--- src/rtl/psram_bus_arbiter_if.sv ---
// Request/response bundle between the CPU and VIC requesters, the arbiter and memCtrl.
// The arbiter takes the slave view; the requesters and the memory side take the master view.
interface psram_bus_arbiter_if;
  logic        cpu_req;
  logic        cpu_we;
  logic [15:0] cpu_addr;
  logic [7:0]  cpu_wdata;
  logic [7:0]  cpu_rdata;
  logic        cpu_done;
  logic        vic_req;
  logic [15:0] vic_addr;
  logic [7:0]  vic_rdata;
  logic        vic_done;
  logic        timeout_err;
  logic        mem_ce;
  logic        mem_write;
  logic [5:0]  mem_bank;
  logic [15:0] mem_addr;
  logic [7:0]  mem_wdata;
  logic        mem_busy;
  logic        mem_ready;
  logic [7:0]  mem_rdata;

  modport slave (
    input  cpu_req, cpu_we, cpu_addr, cpu_wdata, vic_req, vic_addr,
    input  mem_busy, mem_ready, mem_rdata,
    output cpu_rdata, cpu_done, vic_rdata, vic_done, timeout_err,
    output mem_ce, mem_write, mem_bank, mem_addr, mem_wdata
  );

  modport master (
    output cpu_req, cpu_we, cpu_addr, cpu_wdata, vic_req, vic_addr,
    output mem_busy, mem_ready, mem_rdata,
    input  cpu_rdata, cpu_done, vic_rdata, vic_done, timeout_err,
    input  mem_ce, mem_write, mem_bank, mem_addr, mem_wdata
  );
endinterface

--- src/rtl/psram_bus_arbiter.sv ---
// Round-robin arbiter sharing one PSRAM controller between the 6510 CPU and VIC fetch ports.
// One transaction in flight: IDLE -> ISSUE (CE pulse) -> WAIT (busy/ready or timeout) -> DONE.
module psram_bus_arbiter #(
  parameter logic [5:0] CPU_BANK = 6'd0,
  parameter logic [5:0] VIC_BANK = 6'd0,
  parameter logic [7:0] TIMEOUT  = 8'd255
) (
  input logic                clkPhi0,
  input logic                reset,
  psram_bus_arbiter_if.slave bus
);

  typedef enum logic [1:0] {IDLE, ISSUE, WAIT, DONE} state_t;

  state_t      r_state;
  logic        r_win_vic;
  logic        r_last_vic;
  logic        r_we;
  logic        r_abort;
  logic [7:0]  r_timer;
  logic [7:0]  r_rbuf;
  logic        r_ce;
  logic        r_write;
  logic [5:0]  r_bank;
  logic [15:0] r_addr;
  logic [7:0]  r_wdata;
  logic        r_cpu_done;
  logic        r_vic_done;
  logic [7:0]  r_cpu_rdata;
  logic [7:0]  r_vic_rdata;
  logic        r_to;

  logic w_grant;
  logic w_pick_vic;
  logic w_exit;
  logic w_expire;

  assign w_grant    = (bus.cpu_req | bus.vic_req) & ~bus.mem_busy;
  // On a tie the requester that did not win last time goes next.
  assign w_pick_vic = bus.vic_req & (~bus.cpu_req | ~r_last_vic);
  assign w_exit     = r_we ? ~bus.mem_busy : bus.mem_ready;
  assign w_expire   = (r_timer == (TIMEOUT - 8'd1));

  always_ff @(posedge clkPhi0 or negedge reset) begin
    if (!reset) begin
      r_state     <= IDLE;
      r_win_vic   <= 1'b0;
      r_last_vic  <= 1'b0;
      r_we        <= 1'b0;
      r_abort     <= 1'b0;
      r_timer     <= 8'd0;
      r_rbuf      <= 8'd0;
      r_ce        <= 1'b0;
      r_write     <= 1'b0;
      r_bank      <= 6'd0;
      r_addr      <= 16'd0;
      r_wdata     <= 8'd0;
      r_cpu_done  <= 1'b0;
      r_vic_done  <= 1'b0;
      r_cpu_rdata <= 8'd0;
      r_vic_rdata <= 8'd0;
      r_to        <= 1'b0;
    end else begin
      r_cpu_done <= 1'b0;
      r_vic_done <= 1'b0;
      r_to       <= 1'b0;
      case (r_state)
        IDLE: begin
          if (w_grant) begin
            r_win_vic <= w_pick_vic;
            r_ce      <= 1'b1;
            r_state   <= ISSUE;
            if (w_pick_vic) begin
              r_addr  <= bus.vic_addr;
              r_bank  <= VIC_BANK;
              r_wdata <= 8'd0;
              r_we    <= 1'b0;
              r_write <= 1'b0;
            end else begin
              r_addr  <= bus.cpu_addr;
              r_bank  <= CPU_BANK;
              r_wdata <= bus.cpu_wdata;
              r_we    <= bus.cpu_we;
              r_write <= bus.cpu_we;
            end
          end
        end
        ISSUE: begin
          r_ce    <= 1'b0;
          r_timer <= 8'd0;
          r_state <= WAIT;
        end
        WAIT: begin
          r_timer <= r_timer + 8'd1;
          // A real exit on the last allowed cycle still wins over the abort.
          if (w_exit) begin
            r_rbuf  <= bus.mem_rdata;
            r_abort <= 1'b0;
            r_state <= DONE;
          end else if (w_expire) begin
            r_rbuf  <= 8'hFF;
            r_abort <= 1'b1;
            r_state <= DONE;
          end
        end
        DONE: begin
          r_write    <= 1'b0;
          r_last_vic <= r_win_vic;
          r_to       <= r_abort;
          r_state    <= IDLE;
          if (r_win_vic) begin
            r_vic_done  <= 1'b1;
            r_vic_rdata <= r_rbuf;
          end else begin
            r_cpu_done <= 1'b1;
            // Completed writes leave the last read value in place.
            if (!r_we || r_abort) r_cpu_rdata <= r_rbuf;
          end
        end
        default: r_state <= IDLE;
      endcase
    end
  end

  assign bus.mem_ce      = r_ce;
  assign bus.mem_write   = r_write;
  assign bus.mem_bank    = r_bank;
  assign bus.mem_addr    = r_addr;
  assign bus.mem_wdata   = r_wdata;
  assign bus.cpu_done    = r_cpu_done;
  assign bus.cpu_rdata   = r_cpu_rdata;
  assign bus.vic_done    = r_vic_done;
  assign bus.vic_rdata   = r_vic_rdata;
  assign bus.timeout_err = r_to;

endmodule

--- src/flat_wrapper.sv ---
// flat-port wrapper written by rule: the top's interface ports become plain ports
module psram_bus_arbiter_flat 
#(
  parameter logic [5:0] CPU_BANK = 6'd0,
  parameter logic [5:0] VIC_BANK = 6'd0,
  parameter logic [7:0] TIMEOUT  = 8'd255
)
  (clkPhi0, reset, bus_cpu_req, bus_cpu_we, bus_cpu_addr, bus_cpu_wdata, bus_vic_req, bus_vic_addr, bus_mem_busy, bus_mem_ready, bus_mem_rdata, bus_cpu_rdata, bus_cpu_done, bus_vic_rdata, bus_vic_done, bus_timeout_err, bus_mem_ce, bus_mem_write, bus_mem_bank, bus_mem_addr, bus_mem_wdata);
  psram_bus_arbiter_if bus_i ();
  input logic clkPhi0;
  input logic reset;
  input wire logic [$bits(bus_i.cpu_req)-1:0] bus_cpu_req;
  input wire logic [$bits(bus_i.cpu_we)-1:0] bus_cpu_we;
  input wire logic [$bits(bus_i.cpu_addr)-1:0] bus_cpu_addr;
  input wire logic [$bits(bus_i.cpu_wdata)-1:0] bus_cpu_wdata;
  input wire logic [$bits(bus_i.vic_req)-1:0] bus_vic_req;
  input wire logic [$bits(bus_i.vic_addr)-1:0] bus_vic_addr;
  input wire logic [$bits(bus_i.mem_busy)-1:0] bus_mem_busy;
  input wire logic [$bits(bus_i.mem_ready)-1:0] bus_mem_ready;
  input wire logic [$bits(bus_i.mem_rdata)-1:0] bus_mem_rdata;
  output wire logic [$bits(bus_i.cpu_rdata)-1:0] bus_cpu_rdata;
  output wire logic [$bits(bus_i.cpu_done)-1:0] bus_cpu_done;
  output wire logic [$bits(bus_i.vic_rdata)-1:0] bus_vic_rdata;
  output wire logic [$bits(bus_i.vic_done)-1:0] bus_vic_done;
  output wire logic [$bits(bus_i.timeout_err)-1:0] bus_timeout_err;
  output wire logic [$bits(bus_i.mem_ce)-1:0] bus_mem_ce;
  output wire logic [$bits(bus_i.mem_write)-1:0] bus_mem_write;
  output wire logic [$bits(bus_i.mem_bank)-1:0] bus_mem_bank;
  output wire logic [$bits(bus_i.mem_addr)-1:0] bus_mem_addr;
  output wire logic [$bits(bus_i.mem_wdata)-1:0] bus_mem_wdata;
  assign bus_i.cpu_req = bus_cpu_req;
  assign bus_i.cpu_we = bus_cpu_we;
  assign bus_i.cpu_addr = bus_cpu_addr;
  assign bus_i.cpu_wdata = bus_cpu_wdata;
  assign bus_i.vic_req = bus_vic_req;
  assign bus_i.vic_addr = bus_vic_addr;
  assign bus_i.mem_busy = bus_mem_busy;
  assign bus_i.mem_ready = bus_mem_ready;
  assign bus_i.mem_rdata = bus_mem_rdata;
  assign bus_cpu_rdata = bus_i.cpu_rdata;
  assign bus_cpu_done = bus_i.cpu_done;
  assign bus_vic_rdata = bus_i.vic_rdata;
  assign bus_vic_done = bus_i.vic_done;
  assign bus_timeout_err = bus_i.timeout_err;
  assign bus_mem_ce = bus_i.mem_ce;
  assign bus_mem_write = bus_i.mem_write;
  assign bus_mem_bank = bus_i.mem_bank;
  assign bus_mem_addr = bus_i.mem_addr;
  assign bus_mem_wdata = bus_i.mem_wdata;
  psram_bus_arbiter #(.CPU_BANK(CPU_BANK), .VIC_BANK(VIC_BANK), .TIMEOUT(TIMEOUT)) u_core (.clkPhi0(clkPhi0), .reset(reset), .bus(bus_i));
endmodule
--- config.mk ---
export PLATFORM = sky130hd
export DESIGN_NAME = psram_bus_arbiter_flat
export DESIGN_NICKNAME = d
export VERILOG_FILES = /design/src/rtl/psram_bus_arbiter_if.sv /design/src/rtl/psram_bus_arbiter.sv /design/src/flat_wrapper.sv
export SDC_FILE = /design/constraint.sdc
export NUM_CORES = 1
export LEC_CHECK = 0
export ABC_CLOCK_PERIOD_IN_PS = 1700
export BUFFER_PORTS_ARGS = -buffer_cell sky130_fd_sc_hd__buf_2
export CAP_MARGIN = 5
export CORE_MARGIN = 10
export CORE_UTILIZATION = 35
export CTS_BUF_LIST = sky130_fd_sc_hd__clkbuf_4
export DETAILED_ROUTE_END_ITERATION = 7
export PLACE_DENSITY = 0.72
export REMOVE_ABC_BUFFERS = 1
export SYNTH_ARGS = -nofsm -noshare
export SYNTH_HDL_FRONTEND = slang
export SYNTH_SLANG_ARGS = --single-unit
--- constraint.sdc ---
create_clock -name clkPhi0 -period 1.7 [get_ports clkPhi0]
set_clock_uncertainty 0.1 [all_clocks]
set_input_delay 0.34 -clock clkPhi0 [delete_from_list [all_inputs] [get_ports clkPhi0]]
set_output_delay 0.34 -clock clkPhi0 [all_outputs]
set_load 0.01 [all_outputs]
Word level (Yosys, flattened, before mapping)
Cells that the tools add are included.
{"block": "word_totals", "register_bits": 67, "inputBits": 55, "output_inout_bits": 51, "elab_cells": 67}
{"block": "classes", "n_addsub": 1, "eq_ne": 6, "mux": 22, "bitwise_logic": 8, "reduce_logical": 14}
{"op": "2-to-1 mux 8 bit", "count": 3}
{"op": "2-to-1 mux 16 bit", "count": 1}
{"op": "case mux 8 bit (2 select lines)", "count": 1}
{"op": "AND reduction 2 bit", "count": 6}
{"op": "2-to-1 mux 1 bit", "count": 11}
{"op": "adder 8 x 1 -> 8 bit, second input constant", "count": 1}
{"op": "equality test 8 bit, second input constant", "count": 1}
{"op": "case mux 2 bit (4 select lines)", "count": 1}
{"op": "nonzero test 2 bit", "count": 4}
{"op": "2-to-1 mux 2 bit", "count": 3}
{"op": "equality test 2 bit, second input constant", "count": 2}
{"op": "inverter 1 bit", "count": 4}
{"op": "case mux 1 bit (2 select lines)", "count": 2}
{"op": "!= test 3 x 1 -> 1 bit, second input constant", "count": 1}
{"op": "AND reduction 3 bit", "count": 1}
{"op": "bitwise AND 1 bit", "count": 2}
{"op": "equality test 2 x 1 -> 1 bit, second input constant", "count": 1}
{"op": "logical NOT 2 bit", "count": 1}
{"op": "!= test 2 x 1 -> 1 bit, second input constant", "count": 1}
{"op": "OR 1 bit", "count": 2}
{"op": "logical NOT 1 bit", "count": 1}
{"op": "logical OR 1 bit", "count": 1}

Longest topological paths before layout
Gate-level depths: netlist of the first run.
{"block": "depth", "word_depth": 6, "ltp_mapped": 8, "mapped_depth_nobuf": 6}

Worst setup path before layout of the first run
OpenSTA, ideal clock, no wires.
{"block": "synth_path", "path_kind": "reg-to-reg", "startpoint": "register u_core.r_state[0]", "endpoint": "register u_core.r_wdata[1], in the netlist u_core.bus.mem_wdata[1]", "setup_ns": 0.121, "arrival_ns": 1.417, "required_time_ns": 1.479, "setup_slack_ns": 0.062, "path_stages_with_launch": 8, "path_buffers": 2, "synth_period_minus_slack_ns": 1.638, "path_cell_list": "dfrtp_1 inv_1 ha_1 inv_1 or2_1 buf_6 buf_6 a22o_1"}
{"block": "synth_between", "elab_chain_cells": 2}
{"item": "start, declared", "line_no": "psram_bus_arbiter.sv:15", "source": "state_t r_state;"}
{"item": "start signal, assigned", "line_no": "psram_bus_arbiter.sv:46", "source": "r_state <= IDLE;"}
{"item": "start signal, assigned", "line_no": "psram_bus_arbiter.sv:72", "source": "r_state <= ISSUE;"}
{"item": "start signal, assigned", "line_no": "psram_bus_arbiter.sv:91", "source": "r_state <= WAIT;"}
{"item": "logical NOT 2 bit", "line_no": "psram_bus_arbiter.sv:67", "source": "case (r_state)"}
{"item": "AND reduction 2 bit (no line)"}
{"item": "end signal, assigned", "line_no": "psram_bus_arbiter.sv:82", "source": "r_wdata <= bus.cpu_wdata;"}
{"item": "end, declared", "line_no": "psram_bus_arbiter.sv:26", "source": "logic [7:0] r_wdata;"}
Every way passes these cells.
A chain may end at the register's enable or synchronous reset.

Worst setup path in the final report of the first run
{"block": "layout_path", "startpoint": "register u_core.r_state[0]", "endpoint": "register u_core.r_cpu_rdata[7], in the netlist u_core.bus.cpu_rdata[7]"}
{"block": "layout_between", "elab_chain_cells": 2}
{"item": "equality test 2 bit", "line_no": "psram_bus_arbiter.sv:67"}
{"item": "AND reduction 3 bit (no line)"}
{"item": "end signal, assigned", "line_no": "psram_bus_arbiter.sv:117", "source": "if (!r_we || r_abort) r_cpu_rdata <= r_rbuf;"}
{"item": "end, declared", "line_no": "psram_bus_arbiter.sv:29", "source": "logic [7:0] r_cpu_rdata;"}
Every way passes these cells.

==> results of run 1 <==
==> layout by cell type, fill, tap and decap left out, types with 2 or more instances in the layout <==
cell       n
a21oi_1    4
a22o_1     9
a22oi_1    2
and2_1     2
buf_12     5
buf_2     99
buf_4     17
clkbuf_4   9
clkinv_4   2
conb_1     6
dfrtp_1   67
ha_1       5
ha_4       2
inv_1      8
inv_2      3
inv_6      2
mux2_2    15
mux2_4     3
mux2i_1   17
nand2_1   22
nand2_2    2
nand3_1    4
nand4_1    2
nor2b_1    2
o21ai_0   25
o22a_1     8
==> sequential cells by signal, summed over array words and instances, names as in the netlist <==
register / count
u_core.r_state: 2
u_core.bus.vic_done: 1
u_core.bus.vic_rdata: 8
u_core.bus.mem_wdata: 8
u_core.r_we: 1
u_core.bus.cpu_rdata: 8
u_core.bus.timeout_err: 1
u_core.r_last_vic: 1
u_core.bus.mem_addr: 16
u_core.bus.mem_ce: 1
u_core.bus.cpu_done: 1
u_core.r_timer: 8
u_core.bus.mem_write: 1
u_core.r_win_vic: 1
u_core.r_abort: 1
u_core.r_rbuf: 8
==> layout make-up <==
cell class,count,area (sq um)
flip-flops and latches,67,1680
inverters,11,41.3
clock inverters,7,76.3
repair buffers,122,733
clock buffers,9,67.6
multi-input cells,150,1170
fillers,759,4280
well taps,105,131
==> worst max-delay path: stages, from the launching register on <==
cell and delay, ns:
dfrtp_1 0.39, buf_4 0.14, ha_4 0.12, and2b_1 0.14
a21boi_4 0.20, buf_12 0.14, mux2_2 0.33
==> final timing paths <==
path | from | end | slack (ns) | depth (start not counted)
max in group asynchronous | reset | u_core.bus.timeout_err | 0.78 | 3
worst min register to register | u_core.bus.mem_addr[3] | u_core.bus.mem_addr[3] | 0.39 | 2
worst max-delay path | u_core.r_state[0] | u_core.bus.cpu_rdata[7] | 0.04 | 6
worst max register to register | u_core.r_state[0] | u_core.bus.cpu_rdata[7] | 0.04 | 6
worst min-delay path | bus_cpu_wdata[4] | u_core.bus.mem_wdata[4] | 0.04 | 2
min in group asynchronous | reset | u_core.bus.mem_wdata[7] | 0.25 | 2
==> kinds of logic (layout without fill, tap and decap cells) <==
logic type / Yosys count / in the layout / synth area share, %
other cells: 1 / 6 / 0.129
compound gates: 57 / 57 / 13.5
flops: 67 / 67 / 57.5
simple gates: 44 / 44 / 7.43
xor+xnor: 1 / 1 / 0.301
mux: 35 / 35 / 12.8
buf+inv: 26 / 149 / 5.28
fa+ha+maj: 7 / 7 / 3.01
==> through the flow <==
stage / area (sq um) / util [%] / TNS (ns) / setup slack, ns
3_3_place_gp: 3620 / 44.2 / 0 / 0.0193
6_report: 3890 / 47.6 / 0 / 0.0414
2_1_floorplan: 2820 / - / -5.91 / -0.394
5_1_grt: 3890 / 47.6 / -0.0797 / -0.0191
4_1_cts: 3790 / 46.4 / 0 / 0.000125
3_5_place_dp: 3620 / 44.2 / -1.17 / -0.0872
==> layer usage <==
layer | wire, um | vias up | track usage, %
li1 | - | 1078 | -
met1 | 3220 | 1026 | 14.3
met2 | 3450 | 78 | 19.0
met3 | 506 | 9 | 4.17
met4 | 92 | 0 | 4.11
met5 | 0 | - | 0
==> timing repair <==
item,in CTS,in global routing
hold buffers,1,0
buffers inserted,1,5
pin swaps,0,6
setup endpoints to repair,28,39
gates resized for setup,3,14
hold endpoints to repair,30,0
==> report_power, final <==
group	internal (uW)	total, uW	leakage (uW)	switching, uW
clock	458	1070	0.0000746	607
combinational	1430	2820	0.00104	1390
sequential	2260	2630	0.000826	375
==> impl_results.md, run 1 <==
- Worst Path Arrival: 1.86 ns
- Vias in the first global route: 2,429
- PwrDens: 1670 nW/um^2
- First-pass DRT Iterations: 4
- Async set or reset register ratio after synthesis: 100%
- Clk buf depth: 2
- Max VDD drop: 0.776 mV
- # IOs: 106
- Remaining global-route overflow: 0
- Largest area contributor in the netlist: dfrtp_1
- Outcome: finished, final reports clean
- CTS tree: done
- Avg Vias per Cell: 4.65
- Largest net degree at the start of global routing: 33
- Num CTS Buffers: 9
- Post-route antenna net violation count: 0
- Synthesized area: 2910 sq um
- Post-synthesis sequential area ratio: 57.5%
- Chip Height: 111 um
- DP Wirelength: 5680 um
- H-tree depth: 3
- Top-area cell type share of the netlist area: 57.5%
- Vias: 2,191
- Fmax: 603 MHz
- Critical path type: flop to flop
- Max-slew violations: 0
- Full die area: 12,400 sq um
- Most frequent cells after synthesis: dfrtp_1, o21ai_0, nand2_1
- Routed wire per std cell: 15.4 um
- Detailed Route Iter0 Violations: 80
- Clock transition at the registers of the reported paths: 0.12 ns
- Routability congestion estimate: 0.810
- Yosys warnings: 0
- # diodes: 0
- Synth Flop Type: dfrtp_1
- Core Region: 8180 sq um
- Layout net count: 423
- Rows: 33
- # setup viols final: 0
- CTS sink cnt: 67
- Maximum Capacitance Violations: 0
- Leakage: 0.00194 uW
- Leading cell type by number of instances after synthesis: dfrtp_1
- Top post-synthesis cells by area: dfrtp_1, mux2_2, mux2i_1, o21ai_0, nand2_1
- Synth cell types: 38
- Unrepaired setup endpoints after global routing: yes
- Worst hold slack: 0.0413 ns
- Non-Filler Instances: 471
- Fin crit period: 1.66 ns
- Total GRT Usage: 11.8%
- Worst-path maximum fanout: 8
- Number of remaining DRC errors: 0
- Cells after synthesis: 238
- EDFF count, synth: 0
- Placed cells: 448
- Hold Vio Cnt, Final: 0
- Number of port buffers: 99
- Clk_lat worst skew: 0.41 ns
- First-pass GRT wire length: 12,200 um
- Worst Path Required: 1.90 ns
- Period utilisation layout: 97.6%
- Crit. End Element: flop
- Layout cells sized above 1: 46.4%
- WL final: 7270 um
- Area Growth Syn to Fin: 33.6%
- Starting Density: 35.6%
- Antenna violations before repair: 0
- CP Launch Type: flop
- Root Buffer: clkbuf_4
- Min-delay worst type: primary input to flop
- FF+latch count, synth: 67
- Avg Inst Size Synth: 12.2 sq um
- Die X: 111 um
- Power Total: 6510 uW
Note: power is estimated with default switching activity, not from simulation.
==> run 2, diff against run 1 <==
- CELL_PAD_IN_SITES_DETAIL_PLACEMENT: unset -> 0
- CELL_PAD_IN_SITES_GLOBAL_PLACEMENT: unset -> 1
- PLACE_DENSITY: 0.72 -> 0.87
==> run 2 against run 1 <==
  * Count of clock-buffer cells in the layout unchanged
  * Clock power fell by 5%
  * Flip-flop and latch count is the same
  * Final cell count down 0.42%
  * Design area rose by 0.32%
  * Maximum frequency fell by 0.22%
  * Non-clock buffer count is 1 lower
  * First-iteration DRC count up 2.5%
  * Wire length is 0.77% higher
  * Critical path type unchanged
  * Critical endpoint is now u_core.bus.cpu_rdata[1]
==> impl_results.md, run 2 (synthesis gave the netlist of run 1 again) <==
- Max VDD drop: 0.841 mV
- Layout net count: 422
- Fin crit period: 1.66 ns
- P_sw: 2360 uW
- Hold_sp: bus_cpu_wdata[0]
- Unrepaired setup endpoints after global routing: yes
- Root Buffer: clkbuf_4
- Num CTS Buffers: 9
- Layout cells sized above 1: 46.7%
- Hold depth: 2
- Fmax: 602 MHz
- Antenna violations before repair: 0
- Detailed Route Iter0 Violations: 82
- Crit. End Element: flop
- Seq pwr share: 40.9%
- PwrDens: 1670 nW/um^2
- Routability congestion estimate: 0.777
- First-pass GRT wire length: 11,500 um
- Chip Height: 111 um
- Critical path type: flop to flop
- Total GRT Usage: 11.4%
- CTS sink cnt: 67
- Number of port buffers: 99
- Die X: 111 um
- Power Total: 6530 uW
- WL met2: 3580 um
- Leakage: 0.00194 uW
- Met3 WL: 536 um
- Worst-path maximum fanout: 8
- Cells on worst reg2reg path: 6
- CTS tree: done
- Clk_lat worst skew: 0.40 ns
- Routed wire per std cell: 15.6 um
- Max reg flops: 16
- Rows: 33
- Core Region: 8180 sq um
- Worst slew pin tran: 0.519 ns
- Period utilisation layout: 97.8%
- H-tree depth: 3
- CP Launch Type: flop
- WL final: 7330 um
- Most frequent cells in the layout: buf_2, dfrtp_1, o21ai_0
- First-pass DRT Iterations: 4
- Max-slew violations: 0
- Commonest non-fill, non-tap cell in the layout: buf_2
- M1 WL: 3150 um
- Internal power: 4170 uW
- Post-route antenna net violation count: 0
- Max layer used: met4
- Comb pwr share: 43.6%
- Number of remaining DRC errors: 0
- Relative slew slack: 65.4%
- Switching Fraction: 36.1%
- Clock power frac: 15.6%
- Clk buf depth: 2
- Clock transition at the registers of the reported paths: 0.11 ns
- Largest net degree at the start of global routing: 31
- FF-to-FF End: u_core.bus.cpu_rdata[1]
- Area Growth Syn to Fin: 34.0%
- Worst Hold Path EP: u_core.bus.mem_wdata[0]
- Worst reg2reg path startpoint: u_core.r_state[0]
- # IOs: 106
- Outcome: finished, final reports clean
- Worst Path Required: 1.90 ns
- Min-delay worst type: primary input to flop
- Avg Vias per Cell: 4.73
- # setup viols final: 0
- Worst Path Arrival: 1.86 ns
- Starting Density: 35.6%
- Remaining global-route overflow: 0
- R2r setup slk: 0.04 ns
- DP Wirelength: 5570 um
- # diodes: 0
- Fin util: 47.8%
- Hold Vio Cnt, Final: 0
- Maximum Capacitance Violations: 0
- Vias: 2,219
- Full die area: 12,400 sq um
- Vias in the first global route: 2,342
==> run 2: cell count changes in the layout (fill, tap and decap cells not counted), sizes merged <==
cell,delta
clkinvlp,+1
inv,-2
buf,-1
==> run 2: layer usage <==
layer  vias to the layer above  global-route usage, %
met2                        71                   18.4
met4                         0                   3.60
met5                         -                      0
met1                      1068                   13.3
met3                         5                   4.98
li1                       1075                      -
==> run 2: cell type report <==
cell class / instances / area (sq um)
Clock buffer: 9 / 67.6
Clock inverter: 6 / 67.6
Fill cell: 784 / 4270
Inverter: 11 / 43.8
Multi-Input combinational cell: 150 / 1170
Sequential cell: 67 / 1680
Tap cell: 105 / 131
Timing Repair Buffer: 121 / 742
==> run 2: what timing repair did <==
item,CTS,global route
setup buffers,2,5
hold buffers,1,0
resized for setup,6,20
setup endpoints to repair,26,33
pin swaps,1,4
endpoints found under the hold margin,19,0
==> run 2: worst max-delay path by stage <==
stage	from	endpoint	slack [ns]	cells after the start
floorplan	u_core.r_state[0]	u_core.r_win_vic	-0.39	5
global placement	u_core.r_state[0]	u_core.bus.cpu_rdata[3]	0.005	4
detailed placement	u_core.r_state[0]	u_core.bus.cpu_rdata[4]	-0.06	4
CTS	u_core.r_state[0]	u_core.r_timer[7]	0.02	5
global route	u_core.r_state[0]	u_core.bus.cpu_rdata[7]	-0.04	6
finish	u_core.r_state[0]	u_core.bus.cpu_rdata[1]	0.04	6
==> run 2: power by group through the flow <==
| stage | Combinational [uW] | Sequential, uW | Clock, uW |
|---|---|---|---|
| 4_1_cts | 2630 | 2640 | 1060 |
| 5_1_grt | 3150 | 2760 | 1130 |
| 3_3_place_gp | 2470 | 2650 | 0 |
| 6_report | 2850 | 2670 | 1020 |
| 3_5_place_dp | 2560 | 2670 | 0 |
| 2_1_floorplan | 1200 | 2860 | 0 |
==> run 2: worst max-delay path, stage by stage, from the launching register on <==
cell      delay (ns)
dfrtp_1         0.42
buf_6           0.13
ha_4            0.12
and2b_1         0.14
a21boi_4        0.19
buf_12          0.14
mux2_2          0.33
==> run 2: through the flow <==
step | TNS (ns) | cells | setup slack [ns] | hold WS [ns] | cell area (sq um)
global placement | 0 | 446 | 0.00468 | 0.237 | 3600
detailed placement | -0.710 | 446 | -0.0585 | 0.237 | 3600
global route | -0.274 | 469 | -0.0358 | 0.0248 | 3910
floorplan | -5.91 | 228 | -0.394 | -0.0556 | 2820
finish | 0 | 469 | 0.0377 | 0.0545 | 3910
CTS | 0 | 464 | 0.0164 | 0.0211 | 3790
==> run 3, diff against run 2 <==
- CAP_MARGIN: 5 -> 20
- PLACE_DENSITY: 0.87 -> unset
- PLACE_DENSITY_LB_ADDON: unset -> 0.15
- SLEW_MARGIN: unset -> 20
==> run 3 against run 2 <==
  * Maximum frequency decreased by 0.53%
  * Highest routed layer unchanged
  * Design area decreased by 0.35%
  * Global-route usage increased by 0.27 points
  * Largest cell class unchanged
==> impl_results.md, run 3 (synthesis gave the netlist of run 1 again) <==
- Clk_lat worst skew: 0.41 ns
- Largest net degree at the start of global routing: 68
- Number of remaining DRC errors: 0
- Max-slew violations: 0
- Full die area: 12,400 sq um
- Hold Vio Cnt, Final: 0
- H-tree depth: 3
- # diodes: 0
- Layout cells sized above 1: 44.4%
- Starting Density: 35.6%
- Post-route antenna net violation count: 0
- Detailed Route Iter0 Violations: 68
- Unrepaired setup endpoints after global routing: yes
- Fillers: 792
- Fmax: 598 MHz
- Worst Path Required: 1.93 ns
- Gr busiest metal: met2
- CTS tree: done
- Num CTS Buffers: 9
- Design area: 3890 sq um
- WL final: 7380 um
- R2r setup slk: 0.03 ns
- Rows: 33
- Number of port buffers: 99
- Remaining global-route overflow: 0
- Outcome: finished, final reports clean
- Core Region: 8180 sq um
- Critical path type: flop to flop
- # IOs: 106
- Routed wire per std cell: 15.8 um
- Vias in the first global route: 2,293
- Commonest non-fill, non-tap cell in the layout: buf_2
- Avg Vias per Cell: 4.74
- Min-delay worst type: primary input to flop
- First-pass DRT Iterations: 4
- Max VDD drop: 0.887 mV
- Worst Path Arrival: 1.90 ns
- Maximum Capacitance Violations: 0
- First-pass GRT wire length: 11,800 um
- Worst-path maximum fanout: 5
- PwrDens: 1690 nW/um^2
- Non-Filler Instances: 468
- Power Total: 6570 uW
- Met3 Use GR: 4.17%
- CTS sink cnt: 67
- Leakage: 0.00194 uW
- Placed cell area: 3610 sq um
- Most frequent cells in the layout: buf_2, dfrtp_1, nand2_1
- Fin util: 47.6%
- Chip Height: 111 um
- # setup viols final: 0
- Routability congestion estimate: 0.767
- Worst reg2reg path startpoint: u_core.r_state[0]
- Total GRT Usage: 11.7%
- DP Wirelength: 5250 um
- Area Growth Syn to Fin: 33.5%
- Max reg flops: 16
- Placed cells: 445
- M1 GR Usage: 15.5%
- Root Buffer: clkbuf_4
- Fin crit period: 1.67 ns
- Period utilisation layout: 98.3%
- Crit path from: u_core.r_state[0]
- Layout net count: 421
- Vias: 2,217
- GR Layer Usage met2: 16.8%
- Clock transition at the registers of the reported paths: 0.11 ns
- Crit. End Element: flop
- Clk buf depth: 2
- Antenna violations before repair: 0
- CP Launch Type: flop
- Setup TNS: 0 ns
- Hold_sp: bus_cpu_wdata[2]
- Die X: 111 um
## run 3: cell types whose count changed in the layout (fill, tap and decap cells not counted), moves of 3 or more
cell | before | now
mux2_4 | 5 | 1
o21ai_0 | 25 | 16
mux2_2 | 13 | 16
o21ai_1 | 1 | 10
## run 3: through the flow
| stage | hold slack (ns) | worst slack (ns) |
|---|---|---|
| after floorplan | -0.0556 | -0.394 |
| after global placement | 0.291 | -0.00841 |
| after detailed placement | 0.286 | -0.0950 |
| after CTS | 0.0180 | 0.00623 |
| after global routing | 0.0226 | -0.0787 |
| final | 0.0493 | 0.0288 |
## run 3: critical path: stages, from the launching register on
cell,delay (ns)
dfrtp_1,0.42
inv_2,0.08
ha_4,0.26
nand4_1,0.18
or3_1,0.42
a21oi_1,0.13
## run 3: repair_timing
action                     CTS  global route
cloned                       1             0
resized for setup            5            14
setup endpoints to repair   19            41
buffers inserted             1             5
pin swaps                    1             4
hold buffers                 1             0
hold endpoints to repair    67             0
## run 3: final timing paths
kind / end / depth (start not counted)
worst max-delay path: u_core.r_timer[7] / 5
worst min-delay path: u_core.bus.mem_wdata[2] / 2
worst max register to register: u_core.r_timer[7] / 5
worst min register to register: u_core.bus.mem_addr[7] / 2
max in group asynchronous: u_core.bus.vic_rdata[0] / 3
min in group asynchronous: u_core.bus.mem_wdata[3] / 3
## run 3: layout make-up
cell class	count	area (sq um)	area share, %
sequential	67	1680	43.1
multi-input combinational	150	1130	29.1
timing repair buffer	120	751	19.3
tap	105	131	3.38
clock inverter	6	90.1	2.32
clock buffer	9	67.6	1.74
inverter	11	41.3	1.06
## run 3: where the power goes
part	total [uW]	internal, uW	switching [uW]	leakage (uW)
clock	1180	593	591	0.0000824
combinational	2760	1410	1350	0.00103
sequential	2630	2250	376	0.000826
total	6570	4260	2310	0.00194
## run 3: metal layers
layer / part of all wire, % / up-vias / routed length (um)
met1: 49 / 1050 / 3630
met2: 42 / 81 / 3120
li1: - / 1077 / -
met5: 0 / - / 0
met4: 1.2 / 0 / 91
met3: 7.3 / 9 / 538
